--- src/rtl/sprite_frame_sequencer_if.sv ---
// Peripheral write bus shared between the host requester and the frame
// sequencer. The host side enters as host_*; the arbitrated result leaves
// as address/data_in/data_write_n toward the sprite engine's staging table.
interface sprite_frame_sequencer_if;
  logic [5:0]  host_address;
  logic [31:0] host_data;
  logic [1:0]  host_write_n;
  logic [5:0]  address;
  logic [31:0] data_in;
  logic [1:0]  data_write_n;

  modport master (
    input  host_address, host_data, host_write_n,
    output address, data_in, data_write_n
  );

  modport slave (
    output host_address, host_data, host_write_n,
    input  address, data_in, data_write_n
  );
endinterface

--- src/rtl/sprite_frame_sequencer.sv ---
// Per-frame sprite controller: on a frame tick it moves every sprite by its
// velocity (bouncing off the logical screen edges), streams the updated
// object entries into the staging table and finishes with a control-byte
// write. The host shares the write port and always wins arbitration.
module sprite_frame_sequencer #(
  parameter int unsigned MAX_SPRITES = 2,
  parameter int unsigned SCREEN_W    = 160,
  parameter int unsigned SCREEN_H    = 120,
  localparam int unsigned IDX_W      = (MAX_SPRITES > 1) ? $clog2(MAX_SPRITES) : 1
) (
  input  logic                 clk,
  input  logic                 rst_n,
  input  logic                 enable,
  input  logic                 frame_tick,
  input  logic [7:0]           ctrl_base,
  input  logic                 cfg_we,
  input  logic [IDX_W-1:0]     cfg_idx,
  input  logic [7:0]           cfg_x,
  input  logic [7:0]           cfg_y,
  input  logic [3:0]           cfg_vx,
  input  logic [3:0]           cfg_vy,
  input  logic [7:0]           cfg_bitmap,
  input  logic [7:0]           cfg_size,
  sprite_frame_sequencer_if.master bus,
  output logic                 busy,
  output logic                 frame_done,
  output logic                 overrun
);

  typedef enum logic [1:0] {S_IDLE, S_UPDATE, S_WRITE, S_CTRL} state_t;

  localparam logic [IDX_W-1:0] LAST_IDX = IDX_W'(MAX_SPRITES - 1);
  localparam logic [9:0]       SCR_W    = 10'(SCREEN_W);
  localparam logic [9:0]       SCR_H    = 10'(SCREEN_H);

  state_t           state_q, state_d;
  logic [IDX_W-1:0] idx_q, idx_d;
  logic             done_q, done_d;
  logic             ovr_q, ovr_d;
  logic             update_en;
  logic             grant;

  logic [7:0] x_q    [MAX_SPRITES];
  logic [7:0] y_q    [MAX_SPRITES];
  logic [3:0] vx_q   [MAX_SPRITES];
  logic [3:0] vy_q   [MAX_SPRITES];
  logic [7:0] bmp_q  [MAX_SPRITES];
  logic [7:0] size_q [MAX_SPRITES];

  logic [7:0] x_u  [MAX_SPRITES];
  logic [7:0] y_u  [MAX_SPRITES];
  logic [3:0] vx_u [MAX_SPRITES];
  logic [3:0] vy_u [MAX_SPRITES];

  logic [5:0]  req_addr;
  logic [31:0] req_data;
  logic [1:0]  req_wn;

  // One axis of motion: returns {new_pos, new_vel}. Negating -8 saturates to +7.
  function automatic logic [11:0] bounce(input logic [7:0] pos, input logic [3:0] vel,
                                         input logic [3:0] dim_m1, input logic [9:0] screen);
    logic signed [9:0] np;
    logic signed [9:0] lim;
    logic [3:0]        nvel;
    np   = $signed({2'b00, pos}) + $signed({{6{vel[3]}}, vel});
    lim  = $signed(screen - {6'd0, dim_m1} - 10'd1);
    nvel = (vel == 4'b1000) ? 4'b0111 : (~vel + 4'd1);
    if (np < 10'sd0)
      bounce = {8'd0, nvel};
    else if (np > lim)
      bounce = {lim[7:0], nvel};
    else
      bounce = {np[7:0], vel};
  endfunction

  // Candidate next positions/velocities for every sprite, used in UPDATE.
  always_comb begin
    for (int unsigned i = 0; i < MAX_SPRITES; i++) begin
      {x_u[i], vx_u[i]} = bounce(x_q[i], vx_q[i], size_q[i][7:4], SCR_W);
      {y_u[i], vy_u[i]} = bounce(y_q[i], vy_q[i], size_q[i][3:0], SCR_H);
    end
  end

  // Sprite state: a config load for an index overrides that sprite's update.
  always_ff @(posedge clk or negedge rst_n) begin
    if (!rst_n) begin
      for (int unsigned i = 0; i < MAX_SPRITES; i++) begin
        x_q[i]    <= '0;
        y_q[i]    <= '0;
        vx_q[i]   <= '0;
        vy_q[i]   <= '0;
        bmp_q[i]  <= '0;
        size_q[i] <= '0;
      end
    end else begin
      for (int unsigned i = 0; i < MAX_SPRITES; i++) begin
        if (cfg_we && (cfg_idx == IDX_W'(i))) begin
          x_q[i]    <= cfg_x;
          y_q[i]    <= cfg_y;
          vx_q[i]   <= cfg_vx;
          vy_q[i]   <= cfg_vy;
          bmp_q[i]  <= cfg_bitmap;
          size_q[i] <= cfg_size;
        end else if (update_en) begin
          x_q[i]  <= x_u[i];
          y_q[i]  <= y_u[i];
          vx_q[i] <= vx_u[i];
          vy_q[i] <= vy_u[i];
        end
      end
    end
  end

  assign grant = (bus.host_write_n == 2'b11);

  // Sequencer state, entry index and the registered status pulses.
  always_ff @(posedge clk or negedge rst_n) begin
    if (!rst_n) begin
      state_q <= S_IDLE;
      idx_q   <= '0;
      done_q  <= 1'b0;
      ovr_q   <= 1'b0;
    end else begin
      state_q <= state_d;
      idx_q   <= idx_d;
      done_q  <= done_d;
      ovr_q   <= ovr_d;
    end
  end

  // Next-state logic and the sequencer's own write request.
  always_comb begin
    state_d   = state_q;
    idx_d     = idx_q;
    done_d    = 1'b0;
    ovr_d     = frame_tick && (state_q != S_IDLE);
    update_en = 1'b0;
    req_addr  = '0;
    req_data  = '0;
    req_wn    = 2'b11;
    case (state_q)
      S_IDLE: begin
        if (frame_tick && enable) state_d = S_UPDATE;
      end
      S_UPDATE: begin
        update_en = 1'b1;
        idx_d     = '0;
        state_d   = S_WRITE;
      end
      S_WRITE: begin
        req_addr = 6'({idx_q, 2'b00});
        req_data = {size_q[idx_q], bmp_q[idx_q], y_q[idx_q], x_q[idx_q]};
        req_wn   = 2'b10;
        if (grant) begin
          if (idx_q == LAST_IDX) state_d = S_CTRL;
          else                   idx_d   = idx_q + 1'b1;
        end
      end
      S_CTRL: begin
        req_addr = 6'd63;
        req_data = {24'd0, ctrl_base | 8'h02};
        req_wn   = 2'b00;
        if (grant) begin
          state_d = S_IDLE;
          done_d  = 1'b1;
        end
      end
      default: state_d = S_IDLE;
    endcase
  end

  // Output arbitration: host first; reset forces the port idle immediately.
  always_comb begin
    bus.address      = '0;
    bus.data_in      = '0;
    bus.data_write_n = 2'b11;
    if (!rst_n) begin
      bus.data_write_n = 2'b11;
    end else if (!grant) begin
      bus.address      = bus.host_address;
      bus.data_in      = bus.host_data;
      bus.data_write_n = bus.host_write_n;
    end else begin
      bus.address      = req_addr;
      bus.data_in      = req_data;
      bus.data_write_n = req_wn;
    end
  end

  assign busy       = (state_q != S_IDLE);
  assign frame_done = done_q;
  assign overrun    = ovr_q;

endmodule

--- src/flat_wrapper.sv ---
// flat-port wrapper written by rule: the top's interface ports become plain ports
module sprite_frame_sequencer_flat 
#(
  parameter int unsigned MAX_SPRITES = 2,
  parameter int unsigned SCREEN_W    = 160,
  parameter int unsigned SCREEN_H    = 120,
  localparam int unsigned IDX_W      = (MAX_SPRITES > 1) ? $clog2(MAX_SPRITES) : 1
)
  (clk, rst_n, enable, frame_tick, ctrl_base, cfg_we, cfg_idx, cfg_x, cfg_y, cfg_vx, cfg_vy, cfg_bitmap, cfg_size, busy, frame_done, overrun, bus_host_address, bus_host_data, bus_host_write_n, bus_address, bus_data_in, bus_data_write_n);
  sprite_frame_sequencer_if bus_i ();
  input  logic clk;
  input  logic rst_n;
  input  logic enable;
  input  logic frame_tick;
  input  logic [7:0] ctrl_base;
  input  logic cfg_we;
  input  logic [IDX_W-1:0] cfg_idx;
  input  logic [7:0] cfg_x;
  input  logic [7:0] cfg_y;
  input  logic [3:0] cfg_vx;
  input  logic [3:0] cfg_vy;
  input  logic [7:0] cfg_bitmap;
  input  logic [7:0] cfg_size;
  output logic busy;
  output logic frame_done;
  output logic overrun;
  input wire logic [$bits(bus_i.host_address)-1:0] bus_host_address;
  input wire logic [$bits(bus_i.host_data)-1:0] bus_host_data;
  input wire logic [$bits(bus_i.host_write_n)-1:0] bus_host_write_n;
  output wire logic [$bits(bus_i.address)-1:0] bus_address;
  output wire logic [$bits(bus_i.data_in)-1:0] bus_data_in;
  output wire logic [$bits(bus_i.data_write_n)-1:0] bus_data_write_n;
  assign bus_i.host_address = bus_host_address;
  assign bus_i.host_data = bus_host_data;
  assign bus_i.host_write_n = bus_host_write_n;
  assign bus_address = bus_i.address;
  assign bus_data_in = bus_i.data_in;
  assign bus_data_write_n = bus_i.data_write_n;
  sprite_frame_sequencer #(.MAX_SPRITES(MAX_SPRITES), .SCREEN_W(SCREEN_W), .SCREEN_H(SCREEN_H)) u_core (.clk(clk), .rst_n(rst_n), .enable(enable), .frame_tick(frame_tick), .ctrl_base(ctrl_base), .cfg_we(cfg_we), .cfg_idx(cfg_idx), .cfg_x(cfg_x), .cfg_y(cfg_y), .cfg_vx(cfg_vx), .cfg_vy(cfg_vy), .cfg_bitmap(cfg_bitmap), .cfg_size(cfg_size), .bus(bus_i), .busy(busy), .frame_done(frame_done), .overrun(overrun));
endmodule
--- config.mk ---
export PLATFORM = sky130hd
export DESIGN_NAME = sprite_frame_sequencer_flat
export DESIGN_NICKNAME = d
export VERILOG_FILES = /design/src/rtl/sprite_frame_sequencer_if.sv /design/src/rtl/sprite_frame_sequencer.sv /design/src/flat_wrapper.sv
export SDC_FILE = /design/constraint.sdc
export NUM_CORES = 1
export LEC_CHECK = 0
export CORE_ASPECT_RATIO = 0.9
export CORE_MARGIN = 2
export CORE_UTILIZATION = 50
export CTS_BUF_LIST = sky130_fd_sc_hd__clkbuf_2
export CTS_CLUSTER_DIAMETER = 100
export DETAILED_ROUTE_END_ITERATION = 16
export PLACE_DENSITY_LB_ADDON = 0.05
export SLEW_MARGIN = 20
export SYNTH_ARGS = -nofsm -noshare
export SYNTH_HDL_FRONTEND = slang
export SYNTH_SLANG_ARGS = --single-unit
export TNS_END_PERCENT = 20
--- constraint.sdc ---
create_clock -name clk -period 3.6 [get_ports clk]
set_input_delay 0.9 -clock clk [delete_from_list [all_inputs] [get_ports clk]]
set_output_delay 0.9 -clock clk [all_outputs]
set_load 0.1 [all_outputs]
==> flow_metrics.env <==
export IMPL_cp_endpoint="u_core.x_q[13]"
export IMPL_multi_input_area_sq_um=5860
export IMPL_period_share_pct=108
export IMPL_seqCellArea_sq_um=2130
export IMPL_syn_area_sq_um=7930
export IMPL_syn_area_per_cell_sq_um=8.10
export IMPL_dieArea_sq_um=16900
export IMPL_async_flop_share_pct=100
export IMPL_stdcell_count=1411
export IMPL_rr_worst_depth=18
export IMPL_clock_skew_ns=0.0424
export IMPL_worstMarginPinSlew_ns=0.635
export IMPL_dp_cells=1381
export IMPL_drt_initial_drc_count=543
export IMPL_cp_top_family="compound AO/OA/AOI/OAI gates"
export IMPL_status="finished with violations"
export IMPL_start_util_pct=51.3
export IMPL_netlist_instances=979
export IMPL_seq_area_frac_synth_pct=26.8
export IMPL_cts_hold_buffers=0
export IMPL_vdd_drop_max_mv=0.932
export IMPL_grt_max_degree=44
export IMPL_r2r_end="u_core.x_q[13]"
export IMPL_fin_setup_tns_ns=-2.27
export IMPL_numCtsBuffers=9
export IMPL_slew_headroom_pct=57.6
export IMPL_fillCellCount=1194
export IMPL_flow_area_growth_from_synthesis_pct=43.8
export IMPL_synth_edf_count=0
export IMPL_drcViolationCount=0
export IMPL_cts_tree="yes"
export IMPL_required_ns=4.13
export IMPL_final_max_slew_viol_count=0
export IMPL_min_period_ns=3.89
export IMPL_grt_pass1_wl_microns=38800
export IMPL_antenna_found_initial=0
export IMPL_layout_setup_ws_ns=-0.290
export IMPL_htree_levels=3
export IMPL_drt_first_pass_iters=5
export IMPL_antenna_cells=0
export IMPL_finalHoldViolCount=0
export IMPL_pre_cts_ws_ns=-0.334
export IMPL_power_density_nw_per_um2=1050
export IMPL_dpl_cell_area_sq_um=10800
export IMPL_layout_nets=1377
export IMPL_r2r_start="u_core.x_q[9]"
export IMPL_wl_per_cell_microns=17.6
export IMPL_crit_fanout=6
export IMPL_crit_type="reg -> reg"
export IMPL_worstPathArrival_ns=4.42
export IMPL_total_power_w=0.0120
export IMPL_setup_viol=13
export IMPL_cp_num_cells=18
export IMPL_drive_gt1_share_pct=26.6
export IMPL_r2r_slack_ns=-0.29
export IMPL_cpPeakStageDelay_ns=0.49
export IMPL_critPathBufInv=2
export IMPL_globalplace_congestion=0.932
export IMPL_p_leak_nw=5.13
export IMPL_vias=8018
export IMPL_fin_area_sq_um=11400
export IMPL_clock_root_buffer="clkbuf_2"
export IMPL_critPathLaunch="u_core.x_q[9]"
export IMPL_rsz0062_at_grt="yes"
export IMPL_violations="setup timing"
export IMPL_ioPinCount=137
export IMPL_maxClockFrequency_mhz=257
export IMPL_via_per_inst=5.68
export IMPL_path_clk_slew_ns=0.28
export IMPL_dieHeight_microns=123
export IMPL_cp_end_kind="register"
export IMPL_cts_buffer_depth=2
export IMPL_ys_flop_type="dfrtp_1"
export IMPL_cts_sinks=85
export IMPL_synth_cell_types=74
export IMPL_crit_slowest_cell="dfrtp_1"
export IMPL_ant_nets=0
export IMPL_wirelength_microns=24900
export IMPL_fp_coreArea_sq_um=15400
export IMPL_dp_hpwl_microns=18900
export IMPL_final_common_cell="buf_4"
export IMPL_fp_dieW_microns=137
export IMPL_crit_chain="ha_4 -> a211oi_4 -> o21ai_2 -> a21o_1 -> a21oi_2 -> xnor2_2 -> inv_2 -> ha_4 -> a211oi_4 -> nand3_1 -> mux2i_1 -> nor2_2 -> o311ai_4 -> and2_4 -> a2bb2oi_4 -> buf_6 -> mux2i_1 -> o21ai_1"
export IMPL_overflow=0
export IMPL_first_global_vias=7719
export IMPL_num_rows=43
export IMPL_synth_seq_cells=85
export IMPL_start_kind="register"
export IMPL_grt_usage_pct=29.5
export IMPL_clk_latency_ns=0.65
export IMPL_layout_common_cells="125 x buf_4, 121 x nand2_1, 91 x clkdlybuf4s50_1, 81 x dfrtp_1, 65 x a21oi_1"
export IMPL_hold_path_class="in -> async"
export IMPL_yosysWarningCount=0
export IMPL_io_buffer_count=135
export IMPL_maxCapViolations=0
[registers in the layout (all words and copies together) (netlist names)]
signal / count
u_core.bmp_q: 16
u_core.frame_done: 1
u_core.idx_q: 1
u_core.overrun: 1
u_core.size_q: 16
u_core.state_q: 2
u_core.vx_q: 8
u_core.vy_q: 8
u_core.x_q: 16
u_core.y_q: 16
[stage by stage]
| step | utilization, % | hold slack, ns |
|---|---|---|
| after detailed placement | 70.0 | 0.457 |
| final | 73.8 | 0.113 |
| after global placement | 70.0 | 0.453 |
| after CTS | 72.3 | 0.0917 |
| after floorplan | - | 0.440 |
| after global routing | 73.8 | 0.0715 |
[report_power, final]
group          internal (W)  total [W]  switching (W)
combinational       0.00479    0.00974        0.00495
sequential          0.00127    0.00162       0.000346
clock              0.000242   0.000643       0.000401
total               0.00631     0.0120        0.00569
[synth_stat cells, types with 4 or more instances]
library cell / instances / share of area (%)
nand2_1: 122 / 5.8
dfrtp_1: 85 / 27
a21oi_1: 76 / 4.8
ha_1: 75 / 12
o21ai_0: 71 / 4.5
inv_1: 57 / 2.7
nor2_1: 54 / 2.6
clkbuf_1: 49 / 2.3
nor2b_1: 44 / 3.5
nor3b_1: 36 / 3.4
mux2_2: 28 / 4.0
a22oi_1: 24 / 2.3
xnor2_1: 22 / 2.4
nor3_1: 16 / 1.0
a211oi_1: 15 / 1.4
nand2b_1: 14 / 1.1
xor2_1: 14 / 1.5
mux2i_1: 13 / 1.6
a21o_1: 12 / 1.1
nand3_1: 12 / 0.76
o21a_1: 9 / 0.85
a31oi_1: 8 / 0.63
o31ai_1: 8 / 0.76
a221oi_1: 7 / 0.77
and2_1: 7 / 0.55
o211ai_1: 6 / 0.57
and3_1: 5 / 0.39
and3b_1: 5 / 0.55
fa_1: 4 / 1.0
nand4_1: 4 / 0.32
nor4_1: 4 / 0.32
o21bai_1: 4 / 0.38
o22ai_1: 4 / 0.32
or2_2: 4 / 0.32
or3_1: 4 / 0.32
[worst min-delay path by stage]
stage                            to  slack [ns]
floorplan           u_core.bmp_q[0]        0.44
global placement    u_core.bmp_q[6]        0.45
detailed placement  u_core.bmp_q[7]        0.46
CTS                 u_core.bmp_q[3]        0.09
global route        u_core.bmp_q[3]        0.07
finish              u_core.bmp_q[3]        0.11
[cells by family after synthesis]
group                    synth area share, %
AND/OR/NAND/NOR                         22.6
multiplexers                            5.62
AO/OA/AOI/OAI                           22.6
buffers and inverters                   5.29
other                                 0.0947
flip-flops                              26.8
XOR/XNOR                                3.98
adder cells (fa/ha/maj)                 13.0
[per-layer routing]
| layer | vias to the layer above | track usage (%) | wire, microns |
|---|---|---|---|
| li1 | 3927 | - | - |
| met1 | 3854 | 39.6 | 11000 |
| met2 | 196 | 49.2 | 12300 |
| met3 | 41 | 4.22 | 987 |
| met4 | 0 | 9.18 | 576 |
| met5 | - | 0 | 0 |
[cell type report]
type	count	share of cell area [%]
clock inverter	7	0.933
sequential	85	18.7
inverter	57	1.88
multi-input combinational	787	51.4
clock buffer	9	0.395
tap	202	2.22
timing repair buffer	264	24.5
[repair_timing]
item / in CTS / in global routing
endpoints found under the setup margin: 35 / 41
pin swaps: 18 / 25
setup buffers: 9 / 6
gates resized for setup: 36 / 55
cloned: 0 / 0
Note: power is estimated with default switching activity, not from simulation.
